==> config.mk <==
export PLATFORM = sky130hd
export DESIGN_NAME = seven_segment_scan_controller_flat
export DESIGN_NICKNAME = d
export VERILOG_FILES = /design/src/rtl/seven_segment_scan_controller_pkg.sv /design/src/rtl/seven_segment_scan_controller_if.sv /design/src/rtl/seven_segment_digit_decoder.sv /design/src/rtl/seven_segment_scan_controller.sv /design/src/flat_wrapper.sv
export SDC_FILE = /design/constraint.sdc
export NUM_CORES = 1
export LEC_CHECK = 0
export ABC_AREA = 1
export CAP_MARGIN = 20
export CORE_MARGIN = 3
export CORE_UTILIZATION = 35
export DETAILED_ROUTE_END_ITERATION = 10
export PLACE_DENSITY_LB_ADDON = 0.25
export RECOVER_POWER = 100
export SYNTH_ARGS = -nofsm -noshare
export SYNTH_HDL_FRONTEND = slang
export SYNTH_SLANG_ARGS = --single-unit
==> constraint.sdc <==
create_clock -name clock_100Mhz -period 2.1 [get_ports clock_100Mhz]
set_input_delay 0.42 -clock clock_100Mhz [delete_from_list [all_inputs] [get_ports clock_100Mhz]]
set_output_delay 0.42 -clock clock_100Mhz [all_outputs]
set_load 0.03 [all_outputs]
==> src/rtl/seven_segment_scan_controller_pkg.sv <==
// Shared types and constants for the seven-segment scan controller:
// segment patterns, FSM encoding and the double-dabble step helper.
package seven_segment_scan_controller_pkg;

   localparam int unsigned BIN_W    = 7;
   localparam int unsigned BCD_W    = 8;
   localparam int unsigned SEG_W    = 7;
   localparam int unsigned DIGITS   = 4;
   localparam int unsigned IDX_W    = 2;
   localparam int unsigned DD_STEPS = 7;
   localparam int unsigned STEP_W   = 3;

   localparam logic [BIN_W-1:0] MAX_VALUE = BIN_W'(99);

   // Active-low patterns, bit 0 = segment a ... bit 6 = segment g
   localparam logic [SEG_W-1:0] SEG_0     = 7'b1000000;
   localparam logic [SEG_W-1:0] SEG_1     = 7'b1111001;
   localparam logic [SEG_W-1:0] SEG_2     = 7'b0100100;
   localparam logic [SEG_W-1:0] SEG_3     = 7'b0110000;
   localparam logic [SEG_W-1:0] SEG_4     = 7'b0011001;
   localparam logic [SEG_W-1:0] SEG_5     = 7'b0010010;
   localparam logic [SEG_W-1:0] SEG_6     = 7'b0000010;
   localparam logic [SEG_W-1:0] SEG_7     = 7'b1111000;
   localparam logic [SEG_W-1:0] SEG_8     = 7'b0000000;
   localparam logic [SEG_W-1:0] SEG_9     = 7'b0010000;
   localparam logic [SEG_W-1:0] SEG_BLANK = 7'b1111111;

   typedef enum logic [1:0] {
      IDLE    = 2'd0,
      CONVERT = 2'd1,
      COMMIT  = 2'd2
   } state_t;

   typedef struct packed {
      logic [3:0] whole_tens;
      logic [3:0] whole_ones;
      logic [3:0] frac_tens;
      logic [3:0] frac_ones;
      logic       sign;
      logic       clamped;
   } display_t;

   // Double-dabble working register: BCD accumulator above the binary shift-out
   typedef struct packed {
      logic [BCD_W-1:0] bcd;
      logic [BIN_W-1:0] bin;
   } dd_t;

   function automatic logic [BIN_W-1:0] saturate(input logic [BIN_W-1:0] v);
      return (v > MAX_VALUE) ? MAX_VALUE : v;
   endfunction

   function automatic dd_t dd_step(input dd_t s);
      dd_t a;
      a = s;
      if (a.bcd[3:0] >= 4'd5) a.bcd[3:0] = a.bcd[3:0] + 4'd3;
      if (a.bcd[7:4] >= 4'd5) a.bcd[7:4] = a.bcd[7:4] + 4'd3;
      return {a.bcd[BCD_W-2:0], a.bin, 1'b0};
   endfunction

endpackage

==> src/rtl/seven_segment_scan_controller_if.sv <==
// Result-path / display-pin bundle for the seven-segment scan controller.
interface seven_segment_scan_controller_if;
   import seven_segment_scan_controller_pkg::*;

   logic                load;
   logic [BIN_W-1:0]    whole_number;
   logic [BIN_W-1:0]    fraction_number;
   logic                sign;
   logic                blank;
   logic [DIGITS-1:0]   anode;
   logic [SEG_W-1:0]    cathode;
   logic                dp;
   logic                busy;
   logic                clamped;

   modport master (
      output load, whole_number, fraction_number, sign, blank,
      input  anode, cathode, dp, busy, clamped
   );

   modport slave (
      input  load, whole_number, fraction_number, sign, blank,
      output anode, cathode, dp, busy, clamped
   );

endinterface

==> src/rtl/seven_segment_digit_decoder.sv <==
// BCD digit to active-low seven-segment pattern, with a forced-blank input.
module seven_segment_digit_decoder
   import seven_segment_scan_controller_pkg::*;
(
   input  logic [3:0]       bcd,
   input  logic             blank,
   output logic [SEG_W-1:0] segments_c
);

   always_comb begin
      segments_c = SEG_BLANK;
      if (!blank) begin
         case (bcd)
            4'd0:    segments_c = SEG_0;
            4'd1:    segments_c = SEG_1;
            4'd2:    segments_c = SEG_2;
            4'd3:    segments_c = SEG_3;
            4'd4:    segments_c = SEG_4;
            4'd5:    segments_c = SEG_5;
            4'd6:    segments_c = SEG_6;
            4'd7:    segments_c = SEG_7;
            4'd8:    segments_c = SEG_8;
            4'd9:    segments_c = SEG_9;
            default: segments_c = SEG_BLANK;
         endcase
      end
   end

endmodule

==> src/rtl/seven_segment_scan_controller.sv <==
// Converts a signed fixed-point result to BCD over several cycles and
// time-multiplexes the four digits onto the shared anode/cathode pins.
module seven_segment_scan_controller
   import seven_segment_scan_controller_pkg::*;
#(
   parameter int unsigned REFRESH_DIV = 100000
) (
   input  logic                             clock_100Mhz,
   input  logic                             reset,
   seven_segment_scan_controller_if.slave   disp
);

   localparam int unsigned CNT_W = (REFRESH_DIV > 1) ? $clog2(REFRESH_DIV) : 1;

   state_t              state;
   logic [STEP_W-1:0]   step_cnt;
   dd_t                 whole_dd;
   dd_t                 frac_dd;
   logic                sign_q;
   logic                clamp_pend;
   logic                busy_q;
   display_t            disp_q;

   logic [CNT_W-1:0]    refresh_cnt;
   logic [IDX_W-1:0]    digit_idx;

   logic [3:0]          digit_bcd_c;
   logic                digit_blank_c;
   logic                dp_c;
   logic [SEG_W-1:0]    segments_c;

   // Conversion FSM; the display registers only move in COMMIT
   always_ff @(posedge clock_100Mhz) begin
      if (reset) begin
         state      <= IDLE;
         step_cnt   <= '0;
         whole_dd   <= '0;
         frac_dd    <= '0;
         sign_q     <= 1'b0;
         clamp_pend <= 1'b0;
         busy_q     <= 1'b0;
         disp_q     <= '0;
      end else begin
         case (state)
            IDLE: begin
               if (disp.load) begin
                  whole_dd   <= '{bcd: '0, bin: saturate(disp.whole_number)};
                  frac_dd    <= '{bcd: '0, bin: saturate(disp.fraction_number)};
                  clamp_pend <= (disp.whole_number > MAX_VALUE) ||
                                (disp.fraction_number > MAX_VALUE);
                  sign_q     <= disp.sign;
                  step_cnt   <= '0;
                  busy_q     <= 1'b1;
                  state      <= CONVERT;
               end
            end
            CONVERT: begin
               whole_dd <= dd_step(whole_dd);
               frac_dd  <= dd_step(frac_dd);
               step_cnt <= step_cnt + STEP_W'(1);
               if (step_cnt == STEP_W'(DD_STEPS - 1)) state <= COMMIT;
            end
            COMMIT: begin
               disp_q <= '{whole_tens: whole_dd.bcd[7:4],
                           whole_ones: whole_dd.bcd[3:0],
                           frac_tens:  frac_dd.bcd[7:4],
                           frac_ones:  frac_dd.bcd[3:0],
                           sign:       sign_q,
                           clamped:    clamp_pend};
               busy_q <= 1'b0;
               state  <= IDLE;
            end
            default: begin
               busy_q <= 1'b0;
               state  <= IDLE;
            end
         endcase
      end
   end

   // Free-running digit scan, independent of the FSM and of blank
   always_ff @(posedge clock_100Mhz) begin
      if (reset) begin
         refresh_cnt <= '0;
         digit_idx   <= '0;
      end else if (refresh_cnt == CNT_W'(REFRESH_DIV - 1)) begin
         refresh_cnt <= '0;
         digit_idx   <= digit_idx + IDX_W'(1);
      end else begin
         refresh_cnt <= refresh_cnt + CNT_W'(1);
      end
   end

   // Digit select: index 2 carries the decimal point, index 3 the sign
   always_comb begin
      digit_bcd_c   = disp_q.frac_ones;
      digit_blank_c = 1'b0;
      dp_c          = 1'b1;
      case (digit_idx)
         2'd1: digit_bcd_c = disp_q.frac_tens;
         2'd2: begin
            digit_bcd_c = disp_q.whole_ones;
            dp_c        = 1'b0;
         end
         2'd3: begin
            digit_bcd_c   = disp_q.whole_tens;
            digit_blank_c = (disp_q.whole_tens == 4'd0);
            dp_c          = ~disp_q.sign;
         end
         default: digit_bcd_c = disp_q.frac_ones;
      endcase
   end

   seven_segment_digit_decoder u_decoder (
      .bcd        (digit_bcd_c),
      .blank      (digit_blank_c),
      .segments_c (segments_c)
   );

   assign disp.anode   = disp.blank ? 4'b1111 : ~(4'b0001 << digit_idx);
   assign disp.cathode = segments_c;
   assign disp.dp      = dp_c;
   assign disp.busy    = busy_q;
   assign disp.clamped = disp_q.clamped;

endmodule
==> src/flat_wrapper.sv <==
// flat-port wrapper written by rule: the top's interface ports become plain ports
module seven_segment_scan_controller_flat import seven_segment_scan_controller_pkg::*;
#(
   parameter int unsigned REFRESH_DIV = 100000
)
  (clock_100Mhz, reset, disp_load, disp_whole_number, disp_fraction_number, disp_sign, disp_blank, disp_anode, disp_cathode, disp_dp, disp_busy, disp_clamped);
  seven_segment_scan_controller_if disp_i ();
  input  logic clock_100Mhz;
  input  logic reset;
  input wire logic [$bits(disp_i.load)-1:0] disp_load;
  input wire logic [$bits(disp_i.whole_number)-1:0] disp_whole_number;
  input wire logic [$bits(disp_i.fraction_number)-1:0] disp_fraction_number;
  input wire logic [$bits(disp_i.sign)-1:0] disp_sign;
  input wire logic [$bits(disp_i.blank)-1:0] disp_blank;
  output wire logic [$bits(disp_i.anode)-1:0] disp_anode;
  output wire logic [$bits(disp_i.cathode)-1:0] disp_cathode;
  output wire logic [$bits(disp_i.dp)-1:0] disp_dp;
  output wire logic [$bits(disp_i.busy)-1:0] disp_busy;
  output wire logic [$bits(disp_i.clamped)-1:0] disp_clamped;
  assign disp_i.load = disp_load;
  assign disp_i.whole_number = disp_whole_number;
  assign disp_i.fraction_number = disp_fraction_number;
  assign disp_i.sign = disp_sign;
  assign disp_i.blank = disp_blank;
  assign disp_anode = disp_i.anode;
  assign disp_cathode = disp_i.cathode;
  assign disp_dp = disp_i.dp;
  assign disp_busy = disp_i.busy;
  assign disp_clamped = disp_i.clamped;
  seven_segment_scan_controller #(.REFRESH_DIV(REFRESH_DIV)) u_core (.clock_100Mhz(clock_100Mhz), .reset(reset), .disp(disp_i));
endmodule
==> results of run 1 <==
worst max-delay path: stages (launching register included):
cell and delay (ns):
dfxtp_4 0.37, inv_4 0.08, ha_4 0.15, inv_6 0.04
buf_6 0.11, or2_4 0.24, o21ai_4 0.08, nand2_2 0.09
a21oi_4 0.24, nand2_1 0.10, buf_6 0.15
final timing paths:
| path | from | to | slack (ns) | cells past startpoint |
|---|---|---|---|---|
| setup / recovery | u_core.digit_idx[1] | disp_cathode[5] | -0.31 | 10 |
| hold / removal | u_core.step_cnt[2] | u_core.step_cnt[2] | 0.45 | 1 |
| setup reg to reg | u_core.state[1] | u_core.frac_dd[11] | 0.25 | 7 |
| hold reg to reg | u_core.step_cnt[2] | u_core.step_cnt[2] | 0.45 | 1 |
final cells by class:
cell class | count | area share, %
multi-input combinational | 385 | 44.5
sequential | 75 | 31.8
timing repair buffer | 59 | 10.8
inverter | 59 | 4.90
tap | 136 | 3.58
clock buffer | 9 | 2.61
clock inverter | 6 | 1.90
what timing repair did:
item / 4_1_cts / 5_1_grt
gates resized for setup: 28 / 14
setup buffers: 7 / 1
endpoints found under the setup margin: 7 / 7
pin swaps: 13 / 8
cell families after synthesis:
kind of cell / count (synthesis) / synth area share (%)
simple gates: 246 / 27.8
compound gates: 116 / 17.5
buf+inv: 76 / 8.57
flops: 75 / 39.0
fa+ha+maj: 19 / 6.17
xor+xnor: 3 / 0.682
mux: 1 / 0.260
registers in the layout, indices dropped and copies added, names as in the netlist:
name and flops:
u_core.state 2, u_core.disp.clamped 1, u_core.sign_q 1, u_core.frac_dd 15, u_core.whole_dd 15, u_core.disp_q 17, u_core.clamp_pend 1, u_core.step_cnt 3
u_core.digit_idx 2, u_core.refresh_cnt 17, u_core.disp.busy 1
per-stage QoR:
| step | setup TNS (ns) | utilization, % |
|---|---|---|
| global placement | -0.0329 | 41.6 |
| floorplan | -0.00745 | - |
| global route | -2.78 | 45.2 |
| detailed placement | -0.314 | 41.6 |
| finish | -2.03 | 45.2 |
| CTS | -2.19 | 45.2 |
metal layers:
metal | part of all wire [%] | wire [um] | up-vias | track usage, %
li1 | - | - | 1855 | -
met3 | 3.5 | 300 | 9 | 2.13
met5 | 0 | 0 | - | 0
met4 | 1.4 | 124 | 0 | 5.34
met1 | 48 | 4170 | 1550 | 18.9
met2 | 47 | 4050 | 52 | 23.7
placed cells by master, fill, tap and decap left out, types with 2 or more instances in the layout:
cell type        instances
a21oi_1                 53
buf_6                    9
nand4_1                  3
nor2_2                   8
xor2_1                   3
nand3_1                 27
nand2_2                 15
ha_4                     4
nand3b_1                 4
dlygate4sd3_1            3
a31oi_1                  6
o221ai_1                 2
clkbuf_8                 9
o21ai_0                 42
bufinv_16                2
inv_6                    2
nand2_1                113
or2_0                    2
clkinv_2                 2
ha_1                    14
clkdlybuf4s50_1         17
dfxtp_4                  2
or2_4                    2
buf_4                   25
a22oi_1                  5
inv_2                    4
clkbuf_2                 2
o21bai_4                 2
o211ai_1                 3
inv_4                    2
clkbuf_1                 2
inv_1                   49
nor3_1                   3
clkinv_1                 2
nand3_2                  4
dfxtp_1                 73
nor2_1                  61
power by group through the flow:
| stage | Sequential (mW) | Combinational (mW) | Clock (mW) |
|---|---|---|---|
| after floorplan | 1.52 | 0.149 | 0 |
| after global placement | 1.52 | 0.225 | 0 |
| after detailed placement | 1.52 | 0.228 | 0 |
| after CTS | 1.48 | 0.229 | 1.23 |
| after global routing | 1.49 | 0.248 | 1.30 |
| final | 1.48 | 0.216 | 1.20 |
==> reports/metrics.csv, run 1 <==
stage;metric;value;unit
route;drt_iter0_drc;177;
route;routedWlPerCell;11.9;um
sta;relSlewSlack;53.9;%
logic_synthesis;syn_nets;574;
global_routing;grt.total_usage;14.3;%
floorplanning;die_y;111;um
logic_synthesis;ys_ff_latch;75;
route;vias_per_cell;4.75;
logic_synthesis;yosys.area.top_type_share;39.0;%
sta;rsz0062_at_grt;yes;
setup_path;worstPathArrival;1.99;ns
setup_path;crit_path_start_kind;register;
power_and_ir_drop;total_power;2.90;mW
run;drv_cap;0;
sta;layout_setup_ws;-0.312;ns
logic_synthesis;synth_area_leader_cell;dfxtp_1;
setup_path;cp_max_fo;6;
sta;slew_violations;0;
place;place_congestion;0.845;
floorplanning;rows;37;
logic_synthesis;yosys-top-cells-count;nand2_1 (121), dfxtp_1 (75), nor2_1 (63), inv_1 (51), a21oi_1 (46);
clock_network;worstSkewPairLatency;0.34;ns
floorplanning;fp.dieW;111;um
place;dp_slack;-0.0882;ns
outcome;violations;setup timing;
route;drc;0;
logic_synthesis;synthTopCellsByArea;dfxtp_1 (39%), nand2_1 (12%), ha_1 (6.2%), nor2_1 (6.1%), a21oi_1 (6.0%);
power_and_ir_drop;p_per_area;611;nW/um2
global_routing;grt_pass1_wl;15.0;mm
place;placed_cells;706;
route;dr.pass1.iters;4;
global_routing;gr-total-overflow;0;
power_and_ir_drop;pwr-share-comb;7.5;%
logic_synthesis;synthFlopType;dfxtp_1;
logic_synthesis;synth.yosys.warnings;0;
global_routing;antenna_found_initial;0;
setup_path;required;1.68;ns
floorplanning;core-area;10500;um2
clock_network;cts.sinks;75;
place;dp_hpwl;6.13;mm
sta;whs;0.451;ns
route;ant_nets;0;
layout;fillers;1088;
clock_network;holdBufCountCts;0;
logic_synthesis;synth.most_common_cell;nand2_1;
clock_network;htreeDepth;3;
place;placed_cell_area;4370;um2
logic_synthesis;async_flop_share;0;%
clock_network;tritoncts.num_buffers;9;
layout;diodes;0;
power_and_ir_drop;p_leak;1.95;nW
worst_hold_path;hold_path.class;reg2reg;
floorplanning;die_area;12300;um2
sta;setup_viol;7;
logic_synthesis;synth-seq-area-share;39.0;%
floorplanning;io_pins;33;
sta;worstMarginPinSlew;0.691;ns
setup_path;endpoint_kind;primary output;
layout;nNetsFinal;627;
logic_synthesis;syn-instance-count;536;
sta;finalCriticalPeriod;2.41;ns
global_routing;grt_max_degree;33;
sta;hold_viol;0;
layout;final_area;4750;um2
sta;fin_skew;0.0148;ns
logic_synthesis;synth_edf_count;0;
route;totalWireLength;8.64;mm
place;portBuffers;32;
power_and_ir_drop;p_sw_share;24.0;%
logic_synthesis;postSynthAreaPerCell;7.19;um2
clock_network;clk_pin_slew;0.08;ns
clock_network;clockBufferDepth;2;
layout;fin_cells;729;
power_and_ir_drop;switchingPower;0.696;mW
power_and_ir_drop;seqPwrFrac;51.1;%
setup_path;critPathKind;reg2out;
power_and_ir_drop;clkPwrFrac;41.5;%
layout;area_growth;23.3;%
logic_synthesis;syn-cell-area;3850;um2
sta;fin_crit_sh;115;%
layout;drive_gt1_share;17.5;%
clock_network;cts-root-buf;clkbuf_8;
clock_network;cts_tree;built;
sta;fmax;0.415;GHz
power_and_ir_drop;p_int;2.21;mW
layout;multiInputGateArea;2110;um2
layout;regArea;1510;um2
outcome;status;complete, but fails checks;
global_routing;first_global_vias;3217;
logic_synthesis;synth_cell_type_count;43;
floorplanning;start_util;36.7;%
power_and_ir_drop;ir_drop;366;uV
route;vias;3466;
Power figures use the tool's default switching activity.
==> run 2: changes to the inputs <==
--- a/config.mk
+++ b/config.mk
@@ -7,8 +7,7 @@
 export LEC_CHECK = 0
 export ABC_AREA = 1
 export CAP_MARGIN = 20
-export CORE_MARGIN = 3
-export CORE_UTILIZATION = 35
+export CORE_UTILIZATION = 30
 export DETAILED_ROUTE_END_ITERATION = 10
 export PLACE_DENSITY_LB_ADDON = 0.25
 export RECOVER_POWER = 100
==> run 2 against run 1 <==
Effect of this change: the flow still finishes with violations (setup timing); register-to-register slack better by 0.15 ns; routed wire length is 0.19% lower; worst hold slack better by 0.0052 ns; global-route usage is 0.16 points lower; critical endpoint unchanged.
==> reports/metrics.csv, run 2 (synthesis results as in run 1) <==
stage;metric;value;unit
outcome;status;complete, but fails checks;
outcome;violations;setup timing;
setup_path;cp_max_fo;7;
power_and_ir_drop;seqPwrFrac;49.0;%
sta;relSlewSlack;47.2;%
setup_path;crit_buf_inv;4;
route;routedWlPerCell;11.3;um
power_and_ir_drop;clkPwrFrac;44.0;%
place;dp_slack;-0.0784;ns
power_and_ir_drop;p_int;2.32;mW
route;route.met2.wl;4.14;mm
setup_path;crit_path_cell_trace;inv_4, ha_4, inv_6, buf_6, or2_4, o21ai_4, nand2_2, a21oi_4, nand2_1, buf_6;
power_and_ir_drop;p_leak;1.98;nW
floorplanning;die_area;13300;um2
power_and_ir_drop;p_per_area;627;nW/um2
clock_network;holdBufCountCts;0;
floorplanning;core-area;12600;um2
clock_network;clk_pin_slew;0.05;ns
layout;drive_gt1_share;17.3;%
layout;diodes;0;
global_routing;antenna_found_initial;0;
layout;fin_cells;763;
place;placed_cells;741;
layout;final_area;4830;um2
setup_path;critical-path-top-delay-family;simple AND/OR/NAND/NOR gates;
sta;tns;-2.06;ns
run;drv_cap;0;
floorplanning;io_pins;33;
floorplanning;rows;41;
setup_path;required;1.68;ns
power_and_ir_drop;pwr-share-comb;7.1;%
sta;hold_viol;0;
global_routing;grt_pass1_wl;14.9;mm
global_routing;first_global_vias;3193;
clock_network;clockBufferDepth;2;
clock_network;cts_tree;built;
route;ant_nets;0;
clock_network;cts-root-buf;clkbuf_16;
floorplanning;die_y;115;um
route;drc;0;
place;dp_hpwl;6.18;mm
floorplanning;fp.dieW;115;um
route;wl_met1;4.17;mm
layout;reg_top3;u_core.disp_q x17, u_core.refresh_cnt x17;
place;placed_cell_area;4400;um2
power_and_ir_drop;switchingPower;0.710;mW
setup_path;max_stage_delay;0.37;ns
clock_network;cts.sinks;75;
route;drt_iter0_drc;214;
sta;fin_skew;0.00501;ns
layout;mostFrequentLayoutCell;nand2_1;
setup_path;crit_path_start_kind;register;
layout;final_util;38.5;%
global_routing;grt.total_usage;14.2;%
worst_hold_path;hold_path.class;reg2reg;
setup_path;worstPathArrival;2.00;ns
route;top_layer;met4;
global_routing;grt_max_degree;33;
sta;rsz0062_at_grt;yes;
sta;setup_viol;7;
layout;nNetsFinal;625;
power_and_ir_drop;ir_drop;316;uV
sta;slew_violations;0;
setup_path;endpoint_kind;primary output;
layout;most-common-layout-cells;nand2_1 (112), dfxtp_1 (73), nor2_1 (64);
route;vias_per_cell;4.52;
route;vias;3448;
sta;finalCriticalPeriod;2.42;ns
route;wl_met3;224;um
sta;worstMarginPinSlew;0.791;ns
place;place_congestion;0.769;
sta;layout_setup_ws;-0.320;ns
power_and_ir_drop;p_sw_share;23.4;%
floorplanning;start_util;30.7;%
sta;fin_crit_sh;115;%
setup_path;path_common_cell;buf_6;
global_routing;gr-total-overflow;0;
place;portBuffers;32;
route;dr.pass1.iters;4;
route;totalWireLength;8.63;mm
setup_path;cpMaxStageDelayCell;dfxtp_4;
clock_network;htreeDepth;3;
setup_path;critPathKind;reg2out;
clock_network;worstSkewPairLatency;0.33;ns
sta;fmax;0.413;GHz
clock_network;tritoncts.num_buffers;9;
layout;area_growth;25.5;%
[run 2: changes by cell type in the layout (fill, tap and decap cells not counted), moves of 2 or more]
cell       change
buf_4          -2
bufinv_16      -2
clkbuf_16      +9
clkbuf_8       -9
clkinv_2       +4
nor2_1         +3
nor2_2         -3
[run 2: cell type report]
class                   count  area (um2)
clock inverters             6        33.8
inverters                  59         233
repair buffers             57         497
multi-input cells         385        2120
clock buffers               9         225
fillers                  1312        7730
well taps                 172         215
flip-flops and latches     75        1510
[run 2: final timing paths]
path / start / endpoint / slack, ns / cells after the start
max: u_core.digit_idx[0] / disp_cathode[5] / -0.32 / 10
min: u_core.refresh_cnt[0] / u_core.refresh_cnt[0] / 0.46 / 1
max reg2reg: u_core.state[1] / u_core.frac_dd[3] / 0.40 / 8
min reg2reg: u_core.refresh_cnt[0] / u_core.refresh_cnt[0] / 0.46 / 1
[run 2: metal layers]
layer / up-vias / GRT usage, %
li1: 1847 / -
met1: 1552 / 18.1
met2: 43 / 23.1
met3: 6 / 2.90
met4: 0 / 6.06
met5: - / 0
[run 2: power by group through the flow]
stage | Clock (mW) | Sequential [mW] | Combinational [mW]
3_3_place_gp | 0 | 1.52 | 0.226
5_1_grt | 1.45 | 1.49 | 0.244
6_report | 1.33 | 1.48 | 0.214
2_1_floorplan | 0 | 1.52 | 0.149
4_1_cts | 1.38 | 1.48 | 0.226
3_5_place_dp | 0 | 1.52 | 0.226
[run 2: per-stage QoR]
step                      hold WS, ns  total power, mW
after CTS                       0.460             3.09
after global placement          0.438             1.74
after detailed placement        0.445             1.74
final                           0.456             3.03
after global routing            0.489             3.18
after floorplan                 0.422             1.67
[run 2: timing repair]
action                                  4_1_cts  5_1_grt
buffers inserted                              5        2
endpoints found under the setup margin        7        7
gates cloned                                  0        0
pin swaps                                    12       13
gates resized for setup                      32       10
